$ cat config.mk
export PLATFORM = sky130hd
export DESIGN_NAME = secded_dec72_flat
export DESIGN_NICKNAME = d
export VERILOG_FILES = /design/src/rtl/secded_dec72_if.sv /design/src/rtl/secded_dec72.sv /design/src/flat_wrapper.sv
export SDC_FILE = /design/constraint.sdc
export NUM_CORES = 1
export LEC_CHECK = 0
export CORE_AREA = 4 4 142 144
export CTS_BUF_LIST = sky130_fd_sc_hd__clkbuf_8
export CTS_CLUSTER_SIZE = 25
export DETAILED_ROUTE_END_ITERATION = 12
export DIE_AREA = 0 0 146 148
export DONT_BUFFER_PORTS = 1
export HOLD_SLACK_MARGIN = 0.03
export PLACE_DENSITY = 0.81
export SLEW_MARGIN = 10
export SYNTH_ARGS = -nofsm -noshare
export SYNTH_HDL_FRONTEND = slang
export SYNTH_SLANG_ARGS = --single-unit
$ cat constraint.sdc
create_clock -name clk -period 4.6 [get_ports clk]
set_clock_uncertainty 0.1 [all_clocks]
set_input_delay 0.46 -clock clk [delete_from_list [all_inputs] [get_ports clk]]
set_output_delay 0.46 -clock clk [all_outputs]
set_load 0.02 [all_outputs]
$ cat src/rtl/secded_dec72_if.sv
// secded_dec72_if: datapath bundle for the 72->64 SECDED decoder.
//   in_valid / in_data   : incoming codeword (data [63:0], check bits [71:64])
//   out_valid / out_data : corrected 64-bit word
//   out_syn              : syndrome of the word on out_data
//   out_ce / out_ue      : corrected / uncorrectable flags
// modport master: the codeword source (and consumer of the results).
// modport slave : the decoder.
interface secded_dec72_if;
    logic        in_valid;
    logic [71:0] in_data;
    logic        out_valid;
    logic [63:0] out_data;
    logic [7:0]  out_syn;
    logic        out_ce;
    logic        out_ue;

    modport master (
        output in_valid, in_data,
        input  out_valid, out_data, out_syn, out_ce, out_ue
    );

    modport slave (
        input  in_valid, in_data,
        output out_valid, out_data, out_syn, out_ce, out_ue
    );
endinterface

$ cat src/rtl/secded_dec72.sv
// secded_dec72: two-stage pipelined 72->64 SECDED decoder with saturating
// error counters.
//   clk, rst_n : clock (rising edge), asynchronous active-low reset
//   bus        : secded_dec72_if.slave (codeword in, corrected word out)
//   cnt_clr    : synchronous clear of both counters (and of the error log)
//   ce_cnt     : saturating count of corrected errors
//   ue_cnt     : saturating count of uncorrectable errors
//   log_syn, log_vld : syndrome of the first error since the last clear
//                      (present only when SECDED_DEC_ERRLOG_EN is defined)
// Parity-check matrix (shared with the encoder): data column j is the j-th
// 8-bit value of odd weight, taking all 56 weight-3 values in ascending order
// followed by the 8 smallest weight-5 values. Check bit k has column 1<<k.
// Every data column has weight >= 3, so a data-bit hit can never be confused
// with a check-bit hit (weight 1) or with a double error (even weight).
module secded_dec72 #(
    parameter int CNT_W = 16
) (
    input  logic             clk,
    input  logic             rst_n,
    secded_dec72_if.slave    bus,
    input  logic             cnt_clr,
    output logic [CNT_W-1:0] ce_cnt,
    output logic [CNT_W-1:0] ue_cnt
`ifdef SECDED_DEC_ERRLOG_EN
    ,
    output logic [7:0]       log_syn,
    output logic             log_vld
`endif
);

    function automatic logic [63:0][7:0] build_h_cols();
        logic [63:0][7:0] cols;
        int n;
        int w;
        cols = '0;
        n    = 0;
        for (int pass = 0; pass < 2; pass++) begin
            for (int v = 1; v < 256; v++) begin
                w = 0;
                for (int b = 0; b < 8; b++) begin
                    w += (v >> b) & 1;
                end
                if ((w == ((pass == 0) ? 3 : 5)) && (n < 64)) begin
                    cols[n] = 8'(v);
                    n++;
                end
            end
        end
        return cols;
    endfunction

    localparam logic [63:0][7:0]  H_COLS  = build_h_cols();
    localparam logic [CNT_W-1:0]  CNT_MAX = {CNT_W{1'b1}};

    // ---------------- stage 1: syndrome ----------------
    logic [7:0]  syn_next;
    logic        s1_valid_reg;
    logic [63:0] s1_data_reg;
    logic [7:0]  s1_syn_reg;

    always_comb begin
        syn_next = bus.in_data[71:64];
        for (int j = 0; j < 64; j++) begin
            if (bus.in_data[j]) begin
                syn_next = syn_next ^ H_COLS[j];
            end
        end
    end

    always_ff @(posedge clk or negedge rst_n) begin
        if (!rst_n) begin
            s1_valid_reg <= 1'b0;
            s1_data_reg  <= '0;
            s1_syn_reg   <= '0;
        end else begin
            s1_valid_reg <= bus.in_valid;
            if (bus.in_valid) begin
                s1_data_reg <= bus.in_data[63:0];
                s1_syn_reg  <= syn_next;
            end
        end
    end

    // ---------------- stage 2: correction ----------------
    logic [63:0] data_hit;
    logic        chk_hit;
    logic        ce_next;
    logic        ue_next;

    for (genvar gi = 0; gi < 64; gi++) begin : g_col
        assign data_hit[gi] = (s1_syn_reg == H_COLS[gi]);
    end

    assign chk_hit = $onehot(s1_syn_reg);
    assign ce_next = (|data_hit) | chk_hit;
    assign ue_next = (s1_syn_reg != 8'h00) & ~ce_next;

    logic        out_valid_reg;
    logic [63:0] out_data_reg;
    logic [7:0]  out_syn_reg;
    logic        out_ce_reg;
    logic        out_ue_reg;

    always_ff @(posedge clk or negedge rst_n) begin
        if (!rst_n) begin
            out_valid_reg <= 1'b0;
            out_data_reg  <= '0;
            out_syn_reg   <= '0;
            out_ce_reg    <= 1'b0;
            out_ue_reg    <= 1'b0;
        end else begin
            out_valid_reg <= s1_valid_reg;
            if (s1_valid_reg) begin
                // data_hit is all-zero unless the syndrome names a data bit
                out_data_reg <= s1_data_reg ^ data_hit;
                out_syn_reg  <= s1_syn_reg;
                out_ce_reg   <= ce_next;
                out_ue_reg   <= ue_next;
            end
        end
    end

    logic ce_evt;
    logic ue_evt;

    assign ce_evt = out_valid_reg & out_ce_reg;
    assign ue_evt = out_valid_reg & out_ue_reg;

    assign bus.out_valid = out_valid_reg;
    assign bus.out_data  = out_data_reg;
    assign bus.out_syn   = out_syn_reg;
    assign bus.out_ce    = ce_evt;
    assign bus.out_ue    = ue_evt;

    // ---------------- counters ----------------
    logic [CNT_W-1:0] ce_cnt_reg;
    logic [CNT_W-1:0] ue_cnt_reg;

    always_ff @(posedge clk or negedge rst_n) begin
        if (!rst_n) begin
            ce_cnt_reg <= '0;
            ue_cnt_reg <= '0;
        end else if (cnt_clr) begin
            // clear wins; a coincident event is deliberately not counted
            ce_cnt_reg <= '0;
            ue_cnt_reg <= '0;
        end else begin
            if (ce_evt && (ce_cnt_reg != CNT_MAX)) begin
                ce_cnt_reg <= ce_cnt_reg + 1'b1;
            end
            if (ue_evt && (ue_cnt_reg != CNT_MAX)) begin
                ue_cnt_reg <= ue_cnt_reg + 1'b1;
            end
        end
    end

    assign ce_cnt = ce_cnt_reg;
    assign ue_cnt = ue_cnt_reg;

`ifdef SECDED_DEC_ERRLOG_EN
    // ---------------- first-error log ----------------
    logic [7:0] log_syn_reg;
    logic       log_vld_reg;

    always_ff @(posedge clk or negedge rst_n) begin
        if (!rst_n) begin
            log_syn_reg <= '0;
            log_vld_reg <= 1'b0;
        end else if (cnt_clr) begin
            log_syn_reg <= '0;
            log_vld_reg <= 1'b0;
        end else if ((ce_evt || ue_evt) && !log_vld_reg) begin
            log_syn_reg <= out_syn_reg;
            log_vld_reg <= 1'b1;
        end
    end

    assign log_syn = log_syn_reg;
    assign log_vld = log_vld_reg;
`endif

endmodule

$ cat src/flat_wrapper.sv
// flat-port wrapper written by rule: the top's interface ports become plain ports
module secded_dec72_flat 
#(
    parameter int CNT_W = 16
)
  (clk, rst_n, cnt_clr, ce_cnt, ue_cnt, bus_in_valid, bus_in_data, bus_out_valid, bus_out_data, bus_out_syn, bus_out_ce, bus_out_ue);
  secded_dec72_if bus_i ();
  input  logic clk;
  input  logic rst_n;
  input  logic cnt_clr;
  output logic [CNT_W-1:0] ce_cnt;
  output logic [CNT_W-1:0] ue_cnt;
  input wire logic [$bits(bus_i.in_valid)-1:0] bus_in_valid;
  input wire logic [$bits(bus_i.in_data)-1:0] bus_in_data;
  output wire logic [$bits(bus_i.out_valid)-1:0] bus_out_valid;
  output wire logic [$bits(bus_i.out_data)-1:0] bus_out_data;
  output wire logic [$bits(bus_i.out_syn)-1:0] bus_out_syn;
  output wire logic [$bits(bus_i.out_ce)-1:0] bus_out_ce;
  output wire logic [$bits(bus_i.out_ue)-1:0] bus_out_ue;
  assign bus_i.in_valid = bus_in_valid;
  assign bus_i.in_data = bus_in_data;
  assign bus_out_valid = bus_i.out_valid;
  assign bus_out_data = bus_i.out_data;
  assign bus_out_syn = bus_i.out_syn;
  assign bus_out_ce = bus_i.out_ce;
  assign bus_out_ue = bus_i.out_ue;
  secded_dec72 #(.CNT_W(CNT_W)) u_core (.clk(clk), .rst_n(rst_n), .bus(bus_i), .cnt_clr(cnt_clr), .ce_cnt(ce_cnt), .ue_cnt(ue_cnt));
endmodule
**After elaboration in Yosys (flattened, before gate mapping)**

Cells that the tools add are included.
W data, S select, Z words.

- Flip-flop bits (word level): 180
- Input port bits: 76
- Output and inout port bits: 107
- Logic and storage cells: 230

- Add/subtract/negate cells: 9
- Equal/unequal tests: 67
- Muxes and demuxes: 68
- Bitwise gates (word level): 70
- Reduce and logical (&&, ||, !) cells: 6

Operators with widths:

| kind | number |
|---|---|
| $eq A8 B8 Y1 const B | 21 |
| $mux W8 | 21 |
| $not A3 Y3 | 56 |
| $eq A8 B7 Y1 const B | 17 |
| $eq A8 B6 Y1 const B | 15 |
| $mux W7 | 17 |
| $mux W6 | 15 |
| $mux W16 | 4 |
| $reduce_or A64 Y1 | 1 |
| $xor A64 B64 Y64 | 1 |
| $eq A8 B5 Y1 const B | 7 |
| $not A5 Y5 | 8 |
| $mux W5 | 7 |
| $add A16 B1 Y16 const B | 2 |
| $ne A16 B16 Y1 const B | 2 |
| $eq A8 B4 Y1 const B | 3 |
| $add A4 B4 Y4 | 3 |
| $mux W4 | 3 |
| $add A1 B1 Y2 | 4 |
| $eq A8 B3 Y1 const B | 1 |
| $reduce_bool A8 Y1 | 1 |
| $eq A4 B1 Y1 const B | 1 |
| $reduce_bool A2 Y1 | 2 |
| $and A1 B1 Y1 | 3 |
| other kinds (4) | 5 |

**Longest topological paths before layout**

Gate-level depths: netlist of the first run.

- Depth in word-level cells: 128
- Mapped depth: 12
- Mapped depth without buffers: 12

**Least setup slack after synthesis of the first run**

OpenSTA, ideal clock, no wires.

- Path kind: flip-flop to flip-flop
- Start: reg u_core.s1_syn_reg[2]
- End: reg u_core.out_ce_reg
- Library setup time: 0.129 ns
- Arrival: 3.181 ns
- Path slack: 1.190 ns
- Stages on the path, launching flop included: 10
- Path buffers: 0
- Cell sequence: dfrtp_1 > ha_1 > fa_1 > fa_1 > ha_1 > fa_1 > o41ai_1 > nor4_1 > o211ai_1 > o41a_1

- Cells in the longest elaborated chain, start to end: 5
- Elaborated cells between the ends (all ways): 70
- Those cells by class: add/sub (3); eq/ne (65); bitwise (1); reduce/logical (1)

Ends and longest elaborated chain:

| item | RTL line | RTL |
|---|---|---|
| start, declared | secded_dec72.sv:59 | `logic [7:0] s1_syn_reg;` |
| start signal, assigned | secded_dec72.sv:79 | `s1_syn_reg <= syn_next;` |
| $add A1 B1 Y2 (not written as such) | secded_dec72.sv:94 | `assign chk_hit = $onehot(s1_syn_reg);` |
| $add A4 B4 Y4 (not written as such) (2 in a row) | secded_dec72.sv:94 |  |
| $eq A4 B1 Y1 | secded_dec72.sv:94 |  |
| $or A1 B1 Y1 (*) | secded_dec72.sv:95 | `assign ce_next = (\|data_hit) \| chk_hit;` |
| end signal, assigned | secded_dec72.sv:117 | `out_ce_reg <= ce_next;` |
| end, declared | secded_dec72.sv:101 | `logic out_ce_reg;` |

Mark *: on every way between the ends. The rest lies on a longest branch, timed or not.
A chain may end at the register's enable or synchronous reset.

**Worst setup path in the final report of the first run**

- Start: reg u_core.s1_syn_reg[3]
- End: reg u_core.out_ce_reg

Same word-level chain as after synthesis.

==> results of run 1 <==
[layout make-up]
type                       instances  area (sq um)
timing repair buffer              70           726
multi-input combinational        694          5380
tap                              234           293
clock buffer                      17           234
fill                            1409          7330
clock inverter                    15           158
sequential                       180          4510
inverter                          22          82.6
[cell usage in the layout (no fill, tap or decap), types with 3 or more instances in the layout]
cell	count
and2_1	5
clkbuf_8	17
or3_1	11
nor4_1	3
a2111oi_0	3
nand3_1	24
a21oi_1	87
o31ai_1	5
dfrtp_1	179
or4_1	8
and3_1	4
dlygate4sd3_1	67
o41ai_1	4
a22oi_1	6
nand4_1	34
o2111ai_1	3
nand2_1	33
nor2_1	115
mux2_2	75
inv_1	25
mux2i_1	3
o21ai_0	18
o211ai_1	3
inv_6	3
xnor2_1	108
xor2_1	56
ha_1	20
a31oi_1	5
xnor3_1	23
fa_1	4
[report_power, final]
| group | internal [mW] | total [mW] | switching [mW] |
|---|---|---|---|
| clock network | 0.490 | 1.10 | 0.608 |
| registers | 1.81 | 2.20 | 0.390 |
| logic | 0.861 | 1.91 | 1.05 |
[path summary, 6_finish.rpt]
check                                            start                endpoint  slack [ns]
worst min register to register  u_core.s1_data_reg[42]  u_core.s1_data_reg[42]        0.43
min in group clk                          bus_in_valid    u_core.s1_syn_reg[4]        0.05
worst max register to register    u_core.s1_syn_reg[3]       u_core.out_ce_reg        0.65
max in group asynchronous                        rst_n  u_core.s1_data_reg[42]        4.57
worst max-delay path              u_core.s1_syn_reg[3]       u_core.out_ce_reg        0.65
worst min-delay path                             rst_n       u_core.ce_cnt[13]       -0.41
[routing by layer]
layer | track usage | up-vias
met4 | 0.104 | 0
met2 | 0.440 | 377
met1 | 0.326 | 3653
met3 | 0.119 | 68
met5 | 0 | -
li1 | - | 3364
[critical path, stage by stage, from the launching register on]
cell	delay, ns
dfrtp_1	0.43
ha_1	0.58
fa_1	0.53
fa_1	0.48
ha_1	0.23
fa_1	0.48
o41ai_1	0.07
nor4_1	0.34
o211ai_1	0.18
o41a_1	0.42
[cells by family (layout without fill, tap and decap cells)]
| logic type | Yosys count | in the layout | synth area share |
|---|---|---|---|
| adder cells (fa/ha/maj) | 24 | 24 | 0.0324 |
| buffers and inverters | 79 | 124 | 0.0294 |
| AO/OA/AOI/OAI | 151 | 151 | 0.0877 |
| multiplexers | 80 | 80 | 0.0885 |
| AND/OR/NAND/NOR | 246 | 246 | 0.114 |
| XOR/XNOR | 193 | 193 | 0.206 |
| flip-flops | 180 | 180 | 0.442 |
==> results.json, run 1 <==
{
  "cts_sinks": 180,
  "slew_violations": 0,
  "gp_congestion": 0.947,
  "max_freq_ghz": 0.253,
  "yosysMostFrequentCell": "dfrtp_1",
  "syn_area_sq_um": 10200,
  "syn_area_per_cell_sq_um": 10.7,
  "setup_tns_ns": 0,
  "yosys_most_used_dff": "dfrtp_1",
  "hold_buffers": 69,
  "finalSetupViolations": 0,
  "synth-seq-cells": 180,
  "drc_errors": 0,
  "rows": 50,
  "vias_per_cell": 6.06,
  "place_area_sq_um": 10300,
  "wl_per_cell_um": 23.9,
  "dp_hpwl_um": 19800,
  "wl_met3_um": 3330,
  "start_kind": "flop",
  "antenna_cells": 0,
  "clk_pin_slew_worst_paths_ns": 0.10,
  "die_w_um": 146,
  "tightestPinTransition_ns": 1.13,
  "reg2regPathDepth": 9,
  "cts.htree.levels": 4,
  "grt_max_degree": 181,
  "min_period_over_period": 0.858,
  "period_needed_ns": 3.95,
  "synth.top_cells.by_area": "dfrtp_1 (44%), xnor2_1 (9.3%), mux2_2 (8.3%)",
  "dr_total_vias": 7462,
  "final_util": 0.608,
  "dp.cells": 1131,
  "synth_top_area_cell": "dfrtp_1",
  "worstSetupPathType": "flop to flop",
  "layout.nets": 1085,
  "maxSlewHeadroom": 0.241,
  "hold_violations": 180,
  "synth_cell_type_count": 53,
  "synth-edff-count": 0,
  "top_layer": "met4",
  "leakage_nw": 4.57,
  "cts_tree": "done",
  "io_buffers": 0,
  "power-per-cell-area_nw_per_um2": 458,
  "ant_nets": 0,
  "stdcell_count": 1232,
  "first_pass_iters": 5,
  "hold_path.class": "primary input to asynchronous set/reset pin",
  "wirelength_um": 29400,
  "clk_latency_ns": 0.47,
  "pin_count": 183,
  "start_util": 0.544,
  "synth_fp_nets": 1053,
  "cp.required_ns": 4.86,
  "wl_met2_um": 13800,
  "antenna_found_initial": 0,
  "postCtsSetupBuffers": 0,
  "setup_slack_ns": 0.653,
  "grt.total_usage": 0.273,
  "async_flop_share": 1.00,
  "cts_resized": 0,
  "total_power_mw": 5.21,
  "final_area_sq_um": 11400,
  "wl_met1_um": 11200,
  "dieHeight_um": 148,
  "synth-seq-area-share": 0.442,
  "drv_cap": 0,
  "hold_ws_ns": -0.411,
  "yosysTopAreaCellShare": 0.442,
  "root_buffer": "clkbuf_8",
  "endpoint_kind": "flop",
  "clockBufferDepth": 2,
  "yosys_warnings": 0,
  "postSynthCellCount": 953,
  "die_area_sq_um": 21600,
  "area_growth_pct": 11.8,
  "status": "complete, but fails checks",
  "core_sq_um": 18700,
  "grt_pass1_wl_um": 45300,
  "drt-initial-drc-count": 598,
  "grt.overflow.total": 0,
  "failed_checks": "negative hold slack",
  "cts_buffers": 17,
  "vdd_drop_max_mv": 0.294,
  "synth_common_cells": "dfrtp_1 (180), nor2_1 (115), xnor2_1 (108)",
  "critPathArrivalTime_ns": 4.20,
  "dp_slack_ns": 0.715,
  "grt_pass1_vias": 7706,
  "rsz0062_at_grt": "false",
  "drive_gt1_frac": 0.118,
  "crit_path_max_fanout": 15
}
Power figures use the tool's default switching activity.
==> inputs of run 2 (changes only) <==
--- a/config.mk
+++ b/config.mk
@@ -13,6 +13,7 @@
 export DONT_BUFFER_PORTS = 1
 export HOLD_SLACK_MARGIN = 0.03
 export PLACE_DENSITY = 0.81
+export RECOVER_POWER = 100
 export SLEW_MARGIN = 10
 export SYNTH_ARGS = -nofsm -noshare
 export SYNTH_HDL_FRONTEND = slang
==> run 2 against run 1 <==
The run ends with negative hold slack, max-capacitance violations, max-slew violations left. Sequential power about the same. Non-clock buffer count unchanged. Combinational power about the same. Routed wire length increased by 0.13%. Count of clock-buffer cells in the layout unchanged. Sequential share of layout area increased by 0.14 points. Global-route usage unchanged. Via count increased by 1.1%. Power about the same. Die area unchanged. Fmax decreased by 1.0%.
==> results.json, run 2 (synthesized netlist as in run 1, its figures left out) <==
{
  "start_util": 0.544,
  "pin_count": 183,
  "rr_startpoint": "u_core.s1_syn_reg[2]",
  "total_power_mw": 5.21,
  "status": "complete, but fails checks",
  "max_freq_ghz": 0.251,
  "postCtsSetupBuffers": 0,
  "cts.htree.levels": 4,
  "die_area_sq_um": 21600,
  "ant_nets": 0,
  "slew_violations": 189,
  "min_period_over_period": 0.867,
  "grt_pass1_vias": 7706,
  "finalSetupViolations": 0,
  "grt.overflow.total": 0,
  "leakage_nw": 4.54,
  "drc_errors": 0,
  "grt_pass1_wl_um": 45300,
  "rsz0062_at_grt": "false",
  "reg2regPathDepth": 9,
  "layout_commonest_cell": "dfrtp_1",
  "maxSlewHeadroom": -0.834,
  "failed_checks": "negative hold slack, max-capacitance violations, max-slew violations",
  "hold_violations": 180,
  "hold_buffers": 69,
  "root_buffer": "clkbuf_8",
  "drv_cap": 3,
  "grt_max_degree": 181,
  "cts_tree": "done",
  "critPathArrivalTime_ns": 4.24,
  "hold_ws_ns": -0.414,
  "grt.total_usage": 0.273,
  "gp_congestion": 0.947,
  "place_area_sq_um": 10300,
  "cp.required_ns": 4.86,
  "drive_gt1_frac": 0.110,
  "clk_pin_slew_worst_paths_ns": 0.10,
  "cts_sinks": 180,
  "rows": 50,
  "rrSetupSlack_ns": 0.61,
  "cts_buffers": 17,
  "period_needed_ns": 3.99,
  "final_cell_mix": "dfrtp_1 (180), nor2_1 (115), xnor2_1 (108), a21oi_1 (87), mux2_2 (73)",
  "vias_per_cell": 6.12,
  "hold_path.class": "primary input to asynchronous set/reset pin",
  "wirelength_um": 29500,
  "dr_total_vias": 7545,
  "tightestPinTransition_ns": 2.75,
  "power-per-cell-area_nw_per_um2": 460,
  "clockBufferDepth": 2,
  "first_pass_iters": 6,
  "clk_latency_ns": 0.47,
  "timing.rr.end": "u_core.out_ce_reg",
  "setup.worst_path.start": "u_core.s1_syn_reg[2]",
  "wl_per_cell_um": 23.9,
  "dp_hpwl_um": 19800,
  "antenna_cells": 0,
  "die_w_um": 146,
  "vdd_drop_max_mv": 0.295,
  "layout.nets": 1085,
  "crit_path_max_fanout": 15,
  "final_area_sq_um": 11300,
  "endpoint_kind": "flop",
  "endpoint": "u_core.out_ce_reg",
  "core_sq_um": 18700,
  "antenna_found_initial": 0,
  "dieHeight_um": 148,
  "drt-initial-drc-count": 604,
  "setup_tns_ns": 0,
  "worstSetupPathType": "flop to flop",
  "area_growth_pct": 11.3,
  "io_buffers": 0,
  "final_util": 0.606,
  "start_kind": "flop"
}
-- run 2: stage by stage --
| step | worst slack (ns) | cells |
|---|---|---|
| detailed placement | 0.715 | 1131 |
| floorplan | 1.19 | 953 |
| global placement | 0.825 | 1131 |
| global route | 0.389 | 1232 |
| finish | 0.613 | 1232 |
| CTS | 0.690 | 1232 |
-- run 2: worst min-delay path by stage --
stage	to	cells after the start
after CTS	u_core.ce_cnt[2]	0
after detailed placement	u_core.ce_cnt[14]	0
final	u_core.ce_cnt[13]	0
after global placement	u_core.ce_cnt[14]	0
after global routing	u_core.ce_cnt[2]	0
after floorplan	u_core.bus.out_data[0]	0
-- run 2: per-layer routing --
layer  wire length (um)  up-vias  GRT usage  share of wire
met5                  0        -          0              0
met4               1170        0      0.104          0.040
met3               3440       80      0.119           0.12
met2              13800      419      0.440           0.47
met1              11100     3666      0.326           0.37
li1                   -     3380          -              -
-- run 2: repair_timing --
action,in CTS,in global routing
endpoints found under the hold margin,282,180
resized for setup,0,0
setup endpoints to repair,0,0
-- run 2: layout make-up --
class,instances,area [sq um]
fill,1418,7380
multi-input combinational,694,5360
sequential,180,4500
timing repair buffer,70,699
tap,234,293
clock buffer,17,234
clock inverter,15,158
inverter,22,82.6
-- run 2: worst max-delay path: stages, from the launching register on --
cell,delay (ns)
dfrtp_1,0.42
ha_1,0.58
fa_1,0.53
fa_1,0.47
ha_1,0.23
fa_1,0.48
o41ai_1,0.07
nor4_1,0.37
o211ai_1,0.19
o41a_1,0.43
-- run 2: power breakdown --
part	switching [mW]	internal, mW
clock	0.611	0.490
sequential	0.389	1.81
combinational	1.06	0.854
total	2.05	3.15
==> inputs of run 3 (changes only) <==
--- a/config.mk
+++ b/config.mk
@@ -5,6 +5,7 @@
 export SDC_FILE = /design/constraint.sdc
 export NUM_CORES = 1
 export LEC_CHECK = 0
+export CAP_MARGIN = 20
 export CORE_AREA = 4 4 142 144
 export CTS_BUF_LIST = sky130_fd_sc_hd__clkbuf_8
 export CTS_CLUSTER_SIZE = 25
==> run 3 against run 2 <==
The flow still finishes with violations (negative hold slack, max-capacitance violations, max-slew violations). First-iteration DRC count increased by 5.0%. Non-clock buffer count increased by 1. Global-route usage is the same. Combinational power is essentially flat. Utilization grew 0.080 points. Setup slack worse by 0.0022 ns. Die area unchanged. Register-to-register slack barely moved. Fmax about the same. Hold slack improved by 0.0020 ns. Routed wire length hardly changed. Count of clock-buffer cells in the layout stayed put.
==> results.json, run 3 (synthesized netlist as in run 1, its figures left out) <==
{
  "final_cell_mix": "dfrtp_1 (180), nor2_1 (115), xnor2_1 (108), a21oi_1 (87), mux2_2 (73)",
  "rsz0062_at_grt": "false",
  "hold_ws_ns": -0.412,
  "crit_path_max_fanout": 15,
  "vdd_drop_max_mv": 0.294,
  "clk_latency_ns": 0.47,
  "start_util": 0.544,
  "grt_pass1_vias": 7706,
  "die_w_um": 146,
  "cts.htree.levels": 4,
  "clockBufferDepth": 2,
  "hold_violations": 180,
  "power-per-cell-area_nw_per_um2": 458,
  "dieHeight_um": 148,
  "path_common_cell": "fa_1",
  "min_period_over_period": 0.867,
  "period_needed_ns": 3.99,
  "setup_slack_ns": 0.611,
  "clk_pin_slew_worst_paths_ns": 0.10,
  "rows": 50,
  "gp_congestion": 0.947,
  "maxSlewHeadroom": -0.816,
  "area_growth_pct": 11.4,
  "grt_pass1_wl_um": 45300,
  "drv_cap": 3,
  "cp.required_ns": 4.86,
  "wl_per_cell_um": 23.9,
  "layout_commonest_cell": "dfrtp_1",
  "io_buffers": 0,
  "leakage_nw": 4.55,
  "dr_total_vias": 7522,
  "critPathArrivalTime_ns": 4.25,
  "antenna_cells": 0,
  "vias_per_cell": 6.10,
  "hold_path.class": "primary input to asynchronous set/reset pin",
  "pin_count": 183,
  "slew_violations": 189,
  "root_buffer": "clkbuf_8",
  "failed_checks": "negative hold slack, max-capacitance violations, max-slew violations",
  "status": "complete, but fails checks",
  "drt-initial-drc-count": 634,
  "setup_tns_ns": 0,
  "layout.nets": 1086,
  "first_pass_iters": 6,
  "drc_errors": 0,
  "multi_input_area_sq_um": 5360,
  "worstSetupPathType": "flop to flop",
  "start_kind": "flop",
  "endpoint_kind": "flop",
  "timing.rr.end": "u_core.out_ce_reg",
  "dp_hpwl_um": 19800,
  "max_stage_delay_ns": 0.58,
  "dp_slack_ns": 0.715,
  "rr_startpoint": "u_core.s1_syn_reg[3]",
  "cts_tree": "done",
  "tightestPinTransition_ns": 2.72,
  "wirelength_um": 29500,
  "reg2regPathDepth": 9,
  "fill_cells": 1416,
  "grt.total_usage": 0.273,
  "grt_max_degree": 181,
  "antenna_found_initial": 0,
  "drive_gt1_frac": 0.111,
  "cpMaxStageDelayCell": "ha_1",
  "core_sq_um": 18700,
  "rrSetupSlack_ns": 0.61,
  "regArea_sq_um": 4500,
  "die_area_sq_um": 21600,
  "max_freq_ghz": 0.251,
  "path_cells": "ha_1 > fa_1 > fa_1 > ha_1 > fa_1 > o41ai_1 > nor4_1 > o211ai_1 > o41a_1",
  "cts_sinks": 180,
  "grt.overflow.total": 0,
  "finalSetupViolations": 0,
  "cts_buffers": 17,
  "postCtsSetupBuffers": 0,
  "ant_nets": 0,
  "hold_buffers": 69
}
run 3: cell count changes in the layout (fill, tap and decap cells not counted), sizes merged:
cell	previous run	this run
buf	1	2
run 3: critical path, delay by kind of cell (launching register included):
family	cells	cell delay, ns
fa+ha+maj	5	2.30
compound gates	3	0.67
flops	1	0.42
simple gates	1	0.38
run 3: metrics by stage:
step	total power, mW	hold slack (ns)	instances	utilization	instance area (sq um)
2_1_floorplan	3.59	0.0644	953	-	10200
3_3_place_gp	3.99	0.0749	1131	0.549	10300
3_5_place_dp	4.01	0.0754	1131	0.549	10300
4_1_cts	5.17	-0.454	1232	0.608	11400
5_1_grt	5.48	-0.453	1233	0.606	11300
6_report	5.20	-0.412	1233	0.606	11300
run 3: report_power, final:
| group | internal (mW) | switching (mW) |
|---|---|---|
| combinational | 0.855 | 1.05 |
| sequential | 1.81 | 0.389 |
| clock | 0.490 | 0.612 |
run 3: layer usage:
metal | share of wire | up-vias | track usage
li1 | - | 3372 | -
met4 | 0.038 | 0 | 0.104
met2 | 0.47 | 386 | 0.440
met5 | 0 | - | 0
met3 | 0.12 | 70 | 0.119
met1 | 0.38 | 3694 | 0.326
run 3: area by class of cell:
| class | instances | area share |
|---|---|---|
| clock buffers | 17 | 0.0206 |
| multi-input cells | 694 | 0.472 |
| inverters | 22 | 0.00728 |
| clock inverters | 15 | 0.0139 |
| flip-flops and latches | 180 | 0.397 |
| repair buffers | 71 | 0.0630 |
| well taps | 234 | 0.0258 |
run 3: what timing repair did:
item	CTS	global route
gates resized for setup	0	0
hold endpoints to repair	282	180
endpoints found under the setup margin	0	0
run 3: worst max path at each step:
stage / depth (start not counted) / to / from / slack, ns
final: 9 / u_core.out_ce_reg / u_core.s1_syn_reg[3] / 0.61
after global routing: 9 / u_core.out_ce_reg / u_core.s1_syn_reg[2] / 0.39
after CTS: 9 / u_core.out_ce_reg / u_core.s1_syn_reg[2] / 0.69
after detailed placement: 9 / u_core.out_ce_reg / u_core.s1_syn_reg[2] / 0.71
after global placement: 9 / u_core.out_ce_reg / u_core.s1_syn_reg[2] / 0.82
after floorplan: 9 / u_core.out_ce_reg / u_core.s1_syn_reg[2] / 1.19
==> RTL change, RTL diff (config.mk and constraints of run 2) <==
`CNT_W` is set to 16 in 2 places; all go to 24.
--- a/src/rtl/secded_dec72.sv
+++ b/src/rtl/secded_dec72.sv
@@ -14,5 +14,5 @@
 // with a check-bit hit (weight 1) or with a double error (even weight).
 module secded_dec72 #(
-    parameter int CNT_W = 16
+    parameter int CNT_W = 24
 ) (
     input  logic             clk,
--- a/src/flat_wrapper.sv
+++ b/src/flat_wrapper.sv
@@ -2,5 +2,5 @@
 module secded_dec72_flat 
 #(
-    parameter int CNT_W = 16
+    parameter int CNT_W = 24
 )
   (clk, rst_n, cnt_clr, ce_cnt, ue_cnt, bus_in_valid, bus_in_data, bus_out_valid, bus_out_data, bus_out_syn, bus_out_ce, bus_out_ue);
Interface: changed (resized ce_cnt and ue_cnt); port bits go from 183 to 199. No check against the original RTL was run, so the function may have changed too.
==> RTL change against run 2 <==
  * The run still ends with hold timing, capacitance limit, slew limit left
  * Routed wire length rose by 0.92%
  * Power rose by 2.4%
  * Synthesized area rose by 7.8%
  * Highest routed layer unchanged
  * Setup slack improved by 0.35 ns
  * Count of clock-buffer cells in the layout did not move
  * First-iteration DRC count rose by 20%
  * Sequential cell count rose by 16
  * Design area rose by 7.2%
==> RTL change: results (changes against run 2) <==
stage;metric;value;unit;change
run_status;status;finished with violations;;
run_status;violations;hold timing, capacitance limit, slew limit;;
placed_design;place_area;11050;um^2;+7.6%
layout;final_layout_size_suffix_gt1_share;6.679;%;-4.3 points
sta;hold_viol_final;196;;+8.9%
layout;final_cells;1327;;+7.7%
drt;avgRoutedWirePerCell;22.41;um;-6.3%
setup_path;critPathMaxStageDelay;1.76;ns;+1.18 ns
placed_design;routabilityCongestion;0.9190;;-2.9%
clocking;hold_buffers;70;;+1.4%
layout;fillCellCount;1357;;-4.3%
setup_path;timing.rr.end;u_core.bus.out_data[30]$_DFFE_PN0P_;;
setup_path;crit_path_max_fanout;74;;+59
power;sequentialPowerShare;43.7;%;+1.5 points
setup_path;reg2reg_from;u_core.s1_valid_reg$_DFF_PN0_;;
synth;ys_top_cells_by_count;dfrtp_1, nor2_1, xnor2_1;;
power;clkPwrFrac;20.8;%;-0.3 points
power;p_sw_share;40.03;%;+0.56 points
layout;multi_input_area;5772;um^2;+7.7%
setup_path;endpoint;u_core.bus.out_data[30]$_DFFE_PN0P_;;
sta;hold-worst-slack;-0.4374;ns;-0.02333 ns
power;leakagePower;0.004856;uW;+7.0%
flow_run;cap_violations;2;;-1
synth;synth-compound-area-share;7.937;%;-0.84 points
setup_path;arrival;3.91;ns;-0.33 ns
synth;syn-num-nets;1149;;+9.1%
sta;maxSlewViolCount;134;;-29%
sta;period_minus_slack;3.637;ns;-0.3503 ns
setup_path;slowest_stage;dfrtp_1;;
setup_path;rrSetupSlack;0.96;ns;+0.35 ns
drt;drtIter0Drc;722;;+20%
synth;ys_seq_area_share;44.70;%;+0.47 points
[RTL change: logic make-up (layout without fill, tap and decap cells)]
| group | Yosys count | in the layout |
|---|---|---|
| compound gates | 150 | 150 |
| xor+xnor | 215 | 215 |
| fa+ha+maj | 24 | 24 |
| buf+inv | 76 | 120 |
| flops | 196 | 196 |
| mux | 77 | 77 |
| simple gates | 311 | 311 |
[RTL change: critical path: cells and delay by family, from the launching register on]
family	cells	cell delay [ns]
AOI/OAI and AO/OA	1	0.23
buffers and inverters	1	1.24
DFF	1	1.76
and+or+nand+nor	1	0.15
[RTL change: layer usage]
layer  track usage, %  wire, um  up-vias
li1                 -         -     3692
met5                0         0        -
met1            33.66     11260     4069
met2            45.57     14450      400
met3            9.595      2967       71
met4            10.49      1064        0
[RTL change: worst min-delay path by stage]
| stage | slack (ns) | start | depth (start not counted) | to |
|---|---|---|---|---|
| 2_1_floorplan | 0.06 | rst_n | 0 | u_core.bus.out_data[0]$_DFFE_PN0P_ |
| 3_3_place_gp | 0.07 | rst_n | 0 | u_core.ue_cnt[16]$_DFFE_PN0P_ |
| 3_5_place_dp | 0.07 | rst_n | 0 | u_core.ue_cnt[16]$_DFFE_PN0P_ |
| 6_report | -0.44 | rst_n | 0 | u_core.ue_cnt[19]$_DFFE_PN0P_ |
| 5_1_grt | -0.47 | rst_n | 0 | u_core.ue_cnt[15]$_DFFE_PN0P_ |
| 4_1_cts | -0.46 | rst_n | 0 | u_core.s1_data_reg[50]$_DFFE_PN0P_ |
[RTL change: final cells by class]
| type | instances | share of cell area, % |
|---|---|---|
| clock buffers | 17 | 1.927 |
| multi-input cells | 777 | 47.54 |
| clock inverters | 15 | 1.350 |
| inverters | 17 | 0.5256 |
| repair buffers | 71 | 5.844 |
| well taps | 234 | 2.412 |
| flip-flops and latches | 196 | 40.40 |
